`config.mk`:
```
export PLATFORM = sky130hd
export DESIGN_NAME = li_ram_rd_arb
export DESIGN_NICKNAME = d
export VERILOG_FILES = /design/src/rtl/li_ram_rd_arb.sv
export SDC_FILE = /design/constraint.sdc
export NUM_CORES = 1
export LEC_CHECK = 0
export BUFFER_PORTS_ARGS = -buffer_cell sky130_fd_sc_hd__buf_4
export CAP_MARGIN = 5
export CORE_AREA = 10 10 90 92
export DETAILED_ROUTE_END_ITERATION = 10
export DIE_AREA = 0 0 100 102
export GPL_TIMING_DRIVEN = 0
export HOLD_SLACK_MARGIN = 0.02
export SLEW_MARGIN = 10
export SYNTH_ARGS = -nofsm -noshare
export SYNTH_HDL_FRONTEND = slang
export SYNTH_SLANG_ARGS = --single-unit
```
`constraint.sdc`:
```
create_clock -name clk -period 3.2 [get_ports clk]
set_input_delay 0.16 -clock clk [delete_from_list [all_inputs] [get_ports clk]]
set_output_delay 0.16 -clock clk [all_outputs]
set_load 0.005 [all_outputs]
```
`src/rtl/li_ram_rd_arb.sv`:
```
// li_ram_rd_arb: two-requester round-robin arbiter in front of a single RAM
// read port. Issued reads are tagged with the requester id in an in-order
// tag FIFO so that RAM responses are routed back to the requester that
// issued them.
module li_ram_rd_arb #(
  parameter int ADDR_WIDTH = 8,
  parameter int DATA_WIDTH = 16,
  parameter int TAG_DEPTH  = 4
) (
  input  logic                  clk,
  input  logic                  rst,

  input  logic [ADDR_WIDTH-1:0] r0_req_addr_in,
  input  logic                  r0_req_valid_in,
  output logic                  r0_req_ready_out,
  output logic [DATA_WIDTH-1:0] r0_resp_data_out,
  output logic                  r0_resp_valid_out,
  input  logic                  r0_resp_ready_in,

  input  logic [ADDR_WIDTH-1:0] r1_req_addr_in,
  input  logic                  r1_req_valid_in,
  output logic                  r1_req_ready_out,
  output logic [DATA_WIDTH-1:0] r1_resp_data_out,
  output logic                  r1_resp_valid_out,
  input  logic                  r1_resp_ready_in,

  output logic [ADDR_WIDTH-1:0] ram_rd_req_addr_out,
  output logic                  ram_rd_req_valid_out,
  input  logic                  ram_rd_req_ready_in,

  input  logic [DATA_WIDTH-1:0] ram_rd_resp_data_in,
  input  logic                  ram_rd_resp_valid_in,
  output logic                  ram_rd_resp_ready_out,

  output logic                  orphan_err_out
);

  localparam int PTR_W = $clog2(TAG_DEPTH);
  localparam int CNT_W = PTR_W + 1;

  // IDLE: no offer pending; HOLD: an offer is on the RAM channel and frozen.
  typedef enum logic {
    IDLE = 1'b0,
    HOLD = 1'b1
  } state_t;

  state_t state;
  state_t state_next;

  // Arbitration state: last granted id and the frozen offer while in HOLD.
  logic                  last_id;
  logic                  hold_id;
  logic [ADDR_WIDTH-1:0] hold_addr;

  // Tag FIFO: one bit per outstanding read holding the issuing requester id.
  logic [TAG_DEPTH-1:0]  tag_mem;
  logic [PTR_W-1:0]      wr_ptr;
  logic [PTR_W-1:0]      rd_ptr;
  logic [CNT_W-1:0]      count;
  logic                  fifo_full;
  logic                  fifo_empty;
  logic                  head_id;

  logic                  arb_id;
  logic                  grant_id;
  logic                  push;
  logic                  pop;

  // Occupancy is registered, so a pop this cycle cannot make room for a push
  // in the same cycle.
  assign fifo_full  = (count == CNT_W'(TAG_DEPTH));
  assign fifo_empty = (count == '0);
  assign head_id    = tag_mem[rd_ptr];

  // Fresh arbitration decision used only in IDLE: a lone valid requester wins,
  // otherwise the one not granted last.
  always_comb begin
    // NOTE: every signal driven here gets a default first so that no path
    // leaves it unassigned, which would infer a latch.
    arb_id = ~last_id;
    if (r0_req_valid_in && !r1_req_valid_in) begin
      arb_id = 1'b0;
    end else if (r1_req_valid_in && !r0_req_valid_in) begin
      arb_id = 1'b1;
    end
  end

  // State register.
  always_ff @(posedge clk or posedge rst) begin
    if (rst) begin
      state <= IDLE;
    end else begin
      // NOTE: sequential state uses non-blocking assignments so every
      // register samples the values from before this clock edge.
      state <= state_next;
    end
  end

  // Next-state logic: park in HOLD while an offer waits for the RAM.
  always_comb begin
    state_next = state;
    case (state)
      IDLE: if (ram_rd_req_valid_out && !ram_rd_req_ready_in) state_next = HOLD;
      HOLD: if (ram_rd_req_ready_in) state_next = IDLE;
      default: state_next = IDLE;
    endcase
  end

  // Request-side outputs: live grant in IDLE, frozen offer in HOLD. The RAM
  // valid never looks at the RAM ready, and everything is forced low in reset.
  always_comb begin
    grant_id             = arb_id;
    ram_rd_req_addr_out  = arb_id ? r1_req_addr_in : r0_req_addr_in;
    ram_rd_req_valid_out = (arb_id ? r1_req_valid_in : r0_req_valid_in) && !fifo_full;
    if (state == HOLD) begin
      grant_id             = hold_id;
      ram_rd_req_addr_out  = hold_addr;
      ram_rd_req_valid_out = 1'b1;
    end
    ram_rd_req_valid_out = ram_rd_req_valid_out && !rst;
    r0_req_ready_out     = ram_rd_req_valid_out && ram_rd_req_ready_in && !grant_id;
    r1_req_ready_out     = ram_rd_req_valid_out && ram_rd_req_ready_in &&  grant_id;
  end

  assign push = ram_rd_req_valid_out && ram_rd_req_ready_in;

  // Response routing: the FIFO head picks the destination; both requesters
  // see the data, only the head requester sees valid.
  always_comb begin
    r0_resp_data_out      = ram_rd_resp_data_in;
    r1_resp_data_out      = ram_rd_resp_data_in;
    r0_resp_valid_out     = ram_rd_resp_valid_in && !fifo_empty && !head_id;
    r1_resp_valid_out     = ram_rd_resp_valid_in && !fifo_empty &&  head_id;
    ram_rd_resp_ready_out = !fifo_empty && (head_id ? r1_resp_ready_in : r0_resp_ready_in);
  end

  assign pop = ram_rd_resp_valid_in && ram_rd_resp_ready_out;

  // Round-robin pointer and frozen offer capture.
  always_ff @(posedge clk or posedge rst) begin
    if (rst) begin
      last_id   <= 1'b1;
      hold_id   <= 1'b0;
      hold_addr <= '0;
    end else begin
      if (push) begin
        last_id <= grant_id;
      end
      if (state == IDLE && ram_rd_req_valid_out && !ram_rd_req_ready_in) begin
        hold_id   <= grant_id;
        hold_addr <= ram_rd_req_addr_out;
      end
    end
  end

  // Tag storage write.
  always_ff @(posedge clk) begin
    // NOTE: the tag storage is not reset; entries are only read between the
    // reset-cleared pointers, so stale contents are never observed.
    if (push) begin
      tag_mem[wr_ptr] <= grant_id;
    end
  end

  // Tag FIFO pointers and occupancy; pointers wrap naturally at TAG_DEPTH.
  always_ff @(posedge clk or posedge rst) begin
    if (rst) begin
      wr_ptr <= '0;
      rd_ptr <= '0;
      count  <= '0;
    end else begin
      if (push) wr_ptr <= wr_ptr + PTR_W'(1);
      if (pop)  rd_ptr <= rd_ptr + PTR_W'(1);
      case ({push, pop})
        2'b10:   count <= count + CNT_W'(1);
        2'b01:   count <= count - CNT_W'(1);
        default: count <= count;
      endcase
    end
  end

  // Sticky error: a RAM response arrived with nothing outstanding.
  always_ff @(posedge clk or posedge rst) begin
    if (rst) begin
      orphan_err_out <= 1'b0;
    end else if (ram_rd_resp_valid_in && fifo_empty) begin
      orphan_err_out <= 1'b1;
    end
  end

endmodule

```
-- After elaboration in Yosys (flattened, before gate mapping)
Index checks and enable logic that the tools add are counted.
- register bits: 23
- output and inout bits: 47
- word-level logic and storage cells: 65
- add/sub/neg operators: 4
- $lt $le $gt $ge: 3
- equal/unequal tests: 3
- multiplexer cells: 17
- bitwise operators: 2
- reductions and logical operators: 27
- operator list (kind ; number):
    1-bit logical AND ; 17
    8-bit two-way mux ; 2
    1-bit two-way mux ; 10
    1-bit logical NOT ; 8
    2-bit by 3-bit less-than comparator with 1-bit output (second input constant) ; 2
    3-bit one-hot mux with 2 select lines ; 1
    2-bit by 1-bit adder with 2-bit output (second input constant) ; 2
    4-bit bitwise mux ; 1
    3-bit by 1-bit adder with 3-bit output (second input constant) ; 1
    3-bit == test (second input constant) ; 1
    3-bit logical NOT ; 1
    3-bit by 1-bit subtractor with 3-bit output (second input constant) ; 1
    1-bit binary-select mux with 2-bit select ; 1
    1-bit demux with 2-bit select ; 1
    2-bit by 1-bit == test with 1-bit output (second input constant) ; 1
    2-bit == test (second input constant) ; 1
    2-bit by 1-bit greater-or-equal comparator with 1-bit output (second input constant) ; 1
    1-bit inverter ; 2
    1-bit one-hot mux with 2 select lines ; 1
    2-bit nonzero test ; 1

-- Depth between registers and ports, before layout
Gate-level depths: netlist of run 1.
- depth after elaboration: 11
- gate-level depth with buffers: 10
- depth with buffers taken out: 10

-- Worst setup path after synthesis of run 1
OpenSTA, ideal clock, no wires.
- kind: reg2reg
- from: register rd_ptr[0]
- to: register count[2]
- library setup time: 0.079 ns
- data arrival time: 2.188 ns
- required time: 3.121 ns
- path slack: 0.933 ns
- stages on the path, launching flop included: 10
- buffers on the path: 0
- period minus slack after synthesis: 2.267 ns
- cells stage by stage: dfrtp_1 > mux4_2 > mux2i_2 > nor2_2 > ha_1 > inv_1 > fa_1 > xor2_1 > nor2_1 > xor2_1
- cells in the longest elaborated chain, start to end: 7
- elaborated cells between the ends (all ways): 9
- those cells by class: eq/ne: 2; mux: 4; reduce/logical: 3
- ends and longest elaborated chain (what ; RTL line ; text):
    from (decl) ; 58 ; logic [PTR_W-1:0] rd_ptr;
    from (signal assigned) ; 173 ; if (pop) rd_ptr <= rd_ptr + PTR_W'(1);
    1-bit binary-select mux with 2-bit select * ; 73 ; assign head_id = tag_mem[rd_ptr];
    1-bit two-way mux (implied by the code) * ; 73 ;
    1-bit two-way mux * ; 134 ; ram_rd_resp_ready_out = !fifo_empty && (head_id ? r1_resp_ready_in : r0_resp_ready_in);
    1-bit logical AND * ; 134 ;
    1-bit logical AND * ; 137 ; assign pop = ram_rd_resp_valid_in && ram_rd_resp_ready_out;
    named net pop ; 67 ; logic pop;
    2-bit by 1-bit == test with 1-bit output or 2-bit == test (tied branches) ; 174 ; case ({push, pop})
    3-bit one-hot mux with 2 select lines or 2-bit nonzero test (tied branches) ; n/a ;
    to (signal assigned) ; 175 ; 2'b10: count <= count + CNT_W'(1);
    to (signal assigned) ; 176 ; 2'b01: count <= count - CNT_W'(1);
    to (signal assigned) ; 177 ; default: count <= count;
    to (decl) ; 59 ; logic [CNT_W-1:0] count;
The timed path passes the listed nets; every way through them passes the cells marked *. The select of a mux whose other input is x is not followed.
A chain may end at the register's enable or synchronous reset.

-- Final worst setup path of run 1
Same ends and word-level chain as after synthesis.

==> impl_metrics.yaml, run 1 <==
outcome:
  status: "complete, no violations"
timing:
  worst_slew_pin_slew_ps: 763
  layout_min_cycle_time_ps: 2400
  finalSetupViolations: 0
  hold_violations: 0
  fin_ws_ps: 802
  rsz0062_at_grt: "no"
  fmax_mhz: 417
  post-route-period-util: 0.749
  slew_headroom: 0.491
  fin_skew_ps: 3.42
  slew_viol_final: 0
  fin_tns_setup_ps: 0
synthesis:
  ys_ff_latch: 23
  synthSimpleGateAreaFrac: 0.103
  synth.largest_area_cell: "dfrtp_1"
  syn_nets: 197
  synth-compound-area-share: 0.0509
  synth_area_leaders: "dfrtp_1 29%, buf_4 16%, mux2i_1 12%, edfxtp_1 7.8%, ha_1 4.0%"
  netlist_instances: 151
  syn_area_um2: 1550
  yosys.area_share.adder: 0.0598
  yosys.cell_count.top_type: "buf_4"
  synth_common_cells: "32 x buf_4, 18 x dfrtp_1, 18 x mux2i_1"
  ys_seq_area_frac: 0.386
  synthXorXnorAreaFrac: 0.0340
  synth_area_per_cell_um2: 10.2
  synth_cell_types: 35
  synth-edff-count: 4
  synth.area.mux_share: 0.154
  synth_ff_type: "dfrtp_1"
  postSynth.asyncResetShare: 0.826
  yosys_warnings: 0
  netlist.area_leader.share: 0.291
  synth_top_family_by_area: "buffers and inverters"
setup_path:
  cp_cell_sequence: "mux4_2, mux2i_2, nor2_2, ha_1, inv_1, fa_1, xor2_1, nor2_1, xor2_1"
  rr_endpoint: "count[2]"
  path_buf_inv: 1
  start_kind: "register"
  r2r_slack_ps: 800
  cp_common_cell: "xor2_1"
  cpMaxStageDelayCell: "mux4_2"
  timing.rr.start: "rd_ptr[0]"
  worst_path_largest_cell_delay_ps: 560
  required_ps: 3390
  cp-end-kind: "register"
  reg2reg_depth: 9
  crit_type: "reg2reg"
  critPathMaxFanout: 3
  cp.arrival_ps: 2590
  critPathTopFamily: "multiplexers"
pwr:
  leakage_uw: 0.00113
  total_power_uw: 1280
  power_density_nw_per_um2: 576
  vdd_drop_max_v: 0.000243
clocking:
  holdBufCountCts: 0
  cts_tree: "yes"
  numCtsBuffers: 3
  cts.sinks: 23
  root_buffer: "clkbuf_8"
  cts_setup_buffers: 0
  clkTransAtPathRegs_ps: 80
  clockBufferDepth: 2
  htree_levels: 1
  clk_latency_ps: 260
  cts_resized: 0
route:
  wl_mm: 3.70
  vias: 1167
  drt_first_iter_violations: 18
  wl_per_cell_um: 12.3
  ant_nets: 0
  via_per_inst: 3.86
  first_pass_iters: 4
  drcViolationCount: 0
run:
  cap_violations: 0
placed_design:
  routabilityCongestion: 0.680
  dp_slack_ps: 793
  dpl.cell_count: 298
  hpwlAfterDp_mm: 3.15
  portBuffers: 70
  dpl_cell_area_um2: 2170
cells_and_area:
  fin_cells: 302
  antenna_cells: 0
  fin_nets: 272
  areaGrowthSynthToFinish_pct: 43.2
  stdcell_area_um2: 2220
  n_fill_cell: 649
  layout-drive-gt1-share: 0.520
  multiInputGateArea_um2: 623
  ff_latch_area_um2: 597
worst_hold_path:
  min-delay-path-class: "in2async"
global_routing:
  grt_max_degree: 20
  grt_pass1_wl_mm: 5.93
  grt_antenna_before_repair: 0
  overflow: 0
  grt_pass1_vias: 1196
  grt_util_all_layers: 0.0691
floorplanning:
  core-area_um2: 6280
  io_pins: 87
  die_w_um: 100
  start_util: 0.247
  fp.dieArea_um2: 10200
  rows: 29
  die_y_um: 102
-- flip-flops by register name, summed over array words and instances, names as in the netlist --
| signal | count |
|---|---|
| hold_addr | 8 |
| tag_mem | 4 |
| count | 3 |
| rd_ptr | 2 |
| wr_ptr | 2 |
| hold_id | 1 |
| last_id | 1 |
| orphan_err_out | 1 |
| state | 1 |
-- worst max path at each step --
stage	slack (ps)	to	cells after the start	startpoint
2_1_floorplan	930	count[2]	9	rd_ptr[0]
3_3_place_gp	800	count[2]	9	rd_ptr[0]
3_5_place_dp	790	count[2]	9	rd_ptr[0]
4_1_cts	770	count[2]	9	rd_ptr[0]
5_1_grt	650	count[2]	9	rd_ptr[0]
6_report	800	count[2]	9	rd_ptr[0]
-- worst register-to-register path, delay by kind of cell (launching register included) --
family,cells,cell delay [ps]
xor gates and xnor gates,2,290
adders and majority gates,2,560
buffers and inverters,1,60
and+or+nand+nor,2,240
muxes,2,770
DFF,1,400
-- through the flow --
step / hold WS (ps) / utilization
final: 71.7 / 0.353
after global routing: 116 / 0.353
after floorplan: 110 / -
after CTS: 99.3 / 0.353
after global placement: 377 / 0.346
after detailed placement: 379 / 0.346
-- power breakdown --
part	total [uW]	internal, uW	switching, uW
combinational	591	326	265
clock	175	86.6	87.9
sequential	511	433	78.3
-- layer usage --
metal  global-route usage  share of wire
met1               0.0752           0.36
met2                0.116           0.51
met3               0.0351           0.12
met4               0.0196         0.0062
met5                    0              0
-- cell type report --
| class | instances | share of cell area |
|---|---|---|
| timing repair buffer | 70 | 0.237 |
| clock buffer | 3 | 0.0186 |
| clock inverter | 1 | 0.00226 |
| buffer | 36 | 0.119 |
| multi-input combinational | 75 | 0.281 |
| inverter | 17 | 0.0288 |
| tap | 77 | 0.0435 |
| sequential | 23 | 0.269 |
-- cells in the final DEF (no fill, tap or decap), types with 2 or more instances in the layout --
cell type,synthesis,routed
clkbuf_8,0,3
and2_1,5,5
buf_4,32,102
dfrtp_1,18,18
nand2_1,9,9
mux2i_1,18,18
xnor2_1,2,2
ha_1,5,5
inv_1,16,16
o21ai_1,5,5
o21ai_0,4,4
nor2_1,5,5
edfxtp_1,4,4
clkbuf_1,2,2
xor2_1,4,4
mux2_1,2,2
-- logic make-up (layout without fill, tap and decap cells) --
kind of cell | count (synthesis) | count (layout)
mux | 22 | 22
flops | 23 | 23
buf+inv | 53 | 127
compound gates | 12 | 12
simple gates | 28 | 28
fa+ha+maj | 7 | 7
xor+xnor | 6 | 6
No activity file was read; power rests on OpenSTA's default activity.
==> run 2, diff against run 1 <==
==> constraint.sdc (replaced) <==
create_clock -name clk -period 1.94 [get_ports clk]
set_input_delay 0.097 -clock clk [delete_from_list [all_inputs] [get_ports clk]]
set_output_delay 0.097 -clock clk [all_outputs]
set_load 0.005 [all_outputs]
==> run 2 against run 1 <==
The flow now finishes with violations (negative hold slack, negative setup slack). Register-to-register slack lost 1100 ps. Global-route usage grew 0.42 points. Non-clock buffer count grew 6. Clock skew shrank 1.6 ps. Design area grew 4.2%. Sequential share of layout area shrank 1.1 points. Maximum frequency grew 5.7%. Worst hold slack lost 77 ps. Sequential cell count is the same. Highest routed layer unchanged.
==> impl_metrics.yaml, run 2 (synthesized netlist as in run 1, its figures left out) <==
outcome:
  status: "complete, but fails checks"
  violations: "negative hold slack, negative setup slack"
timing:
  post-route-period-util: 1.17
  fin_skew_ps: 1.78
  fin_ws_ps: -329
  slew_viol_final: 0
  worst_slew_pin_slew_ps: 755
  rsz0062_at_grt: "yes"
  slew_headroom: 0.496
  hold_violations: 18
  layout_min_cycle_time_ps: 2270
  fmax_mhz: 441
  holdWs_ps: -5.50
  finalSetupViolations: 2
cells_and_area:
  n_fill_cell: 641
  layout-drive-gt1-share: 0.563
  fin_util: 0.368
  layout_common_cells: "109 x buf_4, 18 x mux2i_1, 18 x dfrtp_1"
  largest_reg_flops: 8
  areaGrowthSynthToFinish_pct: 49.2
  final_common_cell: "buf_4"
  antenna_cells: 0
  multiInputGateArea_um2: 666
  regMostFlops: "hold_addr"
  top_regs: "hold_addr (8), tag_mem (4), count (3)"
  ff_latch_area_um2: 597
  fin_nets: 278
clocking:
  holdBufCountCts: 0
  clkTransAtPathRegs_ps: 80
  clockBufferDepth: 2
  clk_latency_ps: 260
  htree_levels: 1
  numCtsBuffers: 3
  root_buffer: "clkbuf_8"
  cts_tree: "yes"
  cts.sinks: 23
setup_path:
  cp.arrival_ps: 2460
  worst_path_largest_cell_delay_ps: 570
  critPathTopFamily: "multiplexers"
  start_kind: "register"
  required_ps: 2140
  cp_cell_sequence: "mux4_2, mux2i_4, nor2_4, ha_4, inv_2, fa_2, xor2_1, nor2_1, xor2_1"
  r2r_slack_ps: -330
  cp.depth: 9
  crit_type: "reg2reg"
  cpMaxStageDelayCell: "mux4_2"
  cp_common_cell: "xor2_1"
  reg2reg_depth: 9
  path_buf_inv: 1
  cp-end-kind: "register"
  critPathMaxFanout: 3
placed_design:
  hpwlAfterDp_mm: 3.26
  dp_slack_ps: -464
  portBuffers: 70
  routabilityCongestion: 0.665
route:
  drt_first_iter_violations: 15
  first_pass_iters: 4
  drcViolationCount: 0
  wl_per_cell_um: 12.7
  vias: 1215
  wl_mm: 3.91
  ant_nets: 0
  via_per_inst: 3.94
global_routing:
  grt_pass1_wl_mm: 6.26
  grt_util_all_layers: 0.0733
  grt_pass1_vias: 1285
  grt_antenna_before_repair: 0
  grt_max_degree: 20
  overflow: 0
pwr:
  total_power_uw: 2250
  power_density_nw_per_um2: 974
  leakage_uw: 0.00116
  vdd_drop_max_v: 0.000363
run:
  cap_violations: 0
floorplanning:
  rows: 29
  die_w_um: 100
  core-area_um2: 6280
  fp.dieArea_um2: 10200
  io_pins: 87
  die_y_um: 102
  start_util: 0.247
worst_hold_path:
  min-delay-path-class: "in2async"
[run 2: timing repair]
item                                    CTS  global route
buffers inserted                          3             3
endpoints found under the setup margin    6            12
pin swaps                                 3             1
gates resized for setup                   5             5
gates cloned                              0             0
[run 2: power by group]
| group | switching (uW) | total [uW] | internal (uW) |
|---|---|---|---|
| combinational | 475 | 1100 | 622 |
| sequential | 134 | 849 | 714 |
| clock | 159 | 304 | 145 |
[run 2: worst paths after layout]
check                                           from              to
worst max-delay path                       rd_ptr[0]        count[2]
worst min-delay path                             rst           state
worst max register to register             rd_ptr[0]        count[2]
worst min register to register        orphan_err_out  orphan_err_out
max in group asynchronous                        rst        count[0]
min in group clk                ram_rd_resp_valid_in  orphan_err_out
[run 2: cell type report]
type / instances / share of cell area
clock inverters: 1 / 0.00325
flip-flops and latches: 23 / 0.258
well taps: 77 / 0.0417
multi-input cells: 75 / 0.288
plain buffers: 36 / 0.116
clock buffers: 3 / 0.0179
inverters: 17 / 0.0276
repair buffers: 76 / 0.247
[run 2: per-layer routing]
layer  global-route usage  wire length, um  part of all wire  vias to the layer above
met4               0.0196               28            0.0072                        0
li1                     -                -                 -                      613
met5                    0                0                 0                        -
met2                0.134             2020              0.52                       44
met1               0.0748             1470              0.38                      554
met3               0.0317              387             0.099                        4
[run 2: worst reg2reg max path, stage by stage, from the launching register on]
cell     delay (ps)
dfrtp_1         390
mux4_2          570
mux2i_4         220
nor2_4          130
ha_4            150
inv_2            30
fa_2            320
xor2_1          140
nor2_1          110
xor2_1          140
[run 2: metrics by stage]
step	instance area [um2]	hold slack (ps)	cells	TNS, ps
final	2310	-5.50	308	-552
after global routing	2310	47.4	308	-752
after CTS	2280	32.9	305	-591
after detailed placement	2170	319	298	-810
after global placement	2170	312	298	-798
after floorplan	1550	47.4	151	-537
==> run 3, diff against run 2 <==
--- a/config.mk
+++ b/config.mk
@@ -11,7 +11,7 @@
 export DETAILED_ROUTE_END_ITERATION = 10
 export DIE_AREA = 0 0 100 102
 export GPL_TIMING_DRIVEN = 0
-export HOLD_SLACK_MARGIN = 0.02
+export HOLD_SLACK_MARGIN = 0.12
 export SLEW_MARGIN = 10
 export SYNTH_ARGS = -nofsm -noshare
 export SYNTH_HDL_FRONTEND = slang
==> run 3 against run 2 <==
Highest routed layer unchanged. First-iteration DRC count decreased by 20%. Sequential cell count unchanged. Register-to-register slack about the same. Critical path depth unchanged. The run ends with negative setup slack left. Via count increased by 1.1%. Critical endpoint unchanged. Worst hold slack improved by 140 ps. Core utilization increased by 0.48 points.
==> impl_metrics.yaml, run 3 (synthesized netlist as in run 1, its figures left out) <==
setup_path:
  critPathMaxFanout: 3
  cp.arrival_ps: 2460
  worst_path_largest_cell_delay_ps: 570
  required_ps: 2140
  cp_cell_sequence: "mux4_2, mux2i_4, nor2_4, ha_4, inv_2, fa_2, xor2_1, nor2_1, xor2_1"
  crit_type: "reg2reg"
  cp_common_cell: "xor2_1"
  reg2reg_depth: 9
  cp-end-kind: "register"
  start_kind: "register"
  cpMaxStageDelayCell: "mux4_2"
cells_and_area:
  n_fill_cell: 641
  antenna_cells: 0
  stdcell_area_um2: 2340
  layout-drive-gt1-share: 0.556
  top_regs: "hold_addr (8), tag_mem (4), count (3)"
  areaGrowthSynthToFinish_pct: 51.2
  largest_reg_flops: 8
  layout_common_cells: "109 x buf_4, 18 x mux2i_1, 18 x dfrtp_1"
  fin_nets: 281
  final_common_cell: "buf_4"
  regMostFlops: "hold_addr"
route:
  wl_per_cell_um: 12.6
  drcViolationCount: 0
  vias: 1228
  drt_first_iter_violations: 12
  via_per_inst: 3.95
  wl_mm: 3.93
  ant_nets: 0
  first_pass_iters: 4
floorplanning:
  rows: 29
  io_pins: 87
  fp.dieArea_um2: 10200
  core-area_um2: 6280
  die_w_um: 100
  start_util: 0.247
  die_y_um: 102
timing:
  fin_tns_setup_ps: -552
  worst_slew_pin_slew_ps: 755
  hold_violations: 0
  post-route-period-util: 1.17
  holdWs_ps: 137
  rsz0062_at_grt: "yes"
  fin_skew_ps: 1.78
  slew_viol_final: 0
  finalSetupViolations: 2
  slew_headroom: 0.496
  fin_ws_ps: -329
  fmax_mhz: 441
  layout_min_cycle_time_ps: 2270
pwr:
  leakage_uw: 0.00118
  power_density_nw_per_um2: 964
  total_power_uw: 2260
  vdd_drop_max_v: 0.000363
clocking:
  clockBufferDepth: 2
  numCtsBuffers: 3
  root_buffer: "clkbuf_8"
  cts_tree: "yes"
  clk_latency_ps: 260
  htree_levels: 1
  cts.sinks: 23
  clkTransAtPathRegs_ps: 80
run:
  cap_violations: 0
placed_design:
  hpwlAfterDp_mm: 3.26
  dpl_cell_area_um2: 2170
  routabilityCongestion: 0.665
  portBuffers: 70
global_routing:
  overflow: 0
  grt_antenna_before_repair: 0
  grt_util_all_layers: 0.0742
  grt_pass1_vias: 1300
  grt_max_degree: 20
  grt_pass1_wl_mm: 6.36
worst_hold_path:
  min-delay-path-class: "in2reg"
  hold_path_depth: 3
outcome:
  status: "complete, but fails checks"
  violations: "negative setup slack"
==> run 3: final cells by class <==
class / count / area, um2 / area share
inverters: 17 / 63.8 / 0.0273
clock buffers: 3 / 41.3 / 0.0176
multi-input cells: 75 / 666 / 0.284
repair buffers: 79 / 601 / 0.257
clock inverters: 1 / 7.51 / 0.00321
flip-flops and latches: 23 / 597 / 0.255
well taps: 77 / 96.3 / 0.0412
plain buffers: 36 / 268 / 0.114
==> run 3: where the power goes <==
part / internal (uW) / switching (uW)
Sequential: 714 / 134
Combinational: 626 / 477
Clock: 145 / 159
==> run 3: worst max-delay path, delay by kind of cell (launching register included) <==
| kind | cells | cell delay, ps |
|---|---|---|
| and+or+nand+nor | 2 | 240 |
| adders and majority gates | 2 | 470 |
| muxes | 2 | 790 |
| DFF | 1 | 390 |
| xor gates and xnor gates | 2 | 280 |
| buffers and inverters | 1 | 30 |
==> run 3: final timing paths <==
path / from / end / slack [ps]
worst max-delay path: rd_ptr[0] / count[2] / -330
worst min-delay path: r1_req_addr_in[1] / hold_addr[1] / 140
worst max register to register: rd_ptr[0] / count[2] / -330
worst min register to register: orphan_err_out / orphan_err_out / 470
max in group asynchronous: rst / count[0] / 910
min in group asynchronous: rst / state / 560
==> run 3: stage by stage <==
step,util,instances,worst slack [ps]
floorplan,-,151,-323
global route,0.373,311,-458
CTS,0.367,308,-351
detailed placement,0.346,298,-464
global placement,0.346,298,-465
finish,0.373,311,-329
==> run 3: repair_timing <==
action | CTS | global route
hold buffers | 3 | 0
gates cloned | 0 | 0
endpoints found under the setup margin | 6 | 12
endpoints found under the hold margin | 20 | 0
pin swaps | 3 | 1
buffers inserted | 3 | 3
gates resized for setup | 5 | 5
==> run 3: routing by layer <==
layer | vias up | global-route usage | part of all wire
met5 | - | 0 | 0
met4 | 0 | 0.0196 | 0.0071
met3 | 4 | 0.0297 | 0.092
met2 | 43 | 0.137 | 0.52
met1 | 562 | 0.0760 | 0.38
li1 | 619 | - | -
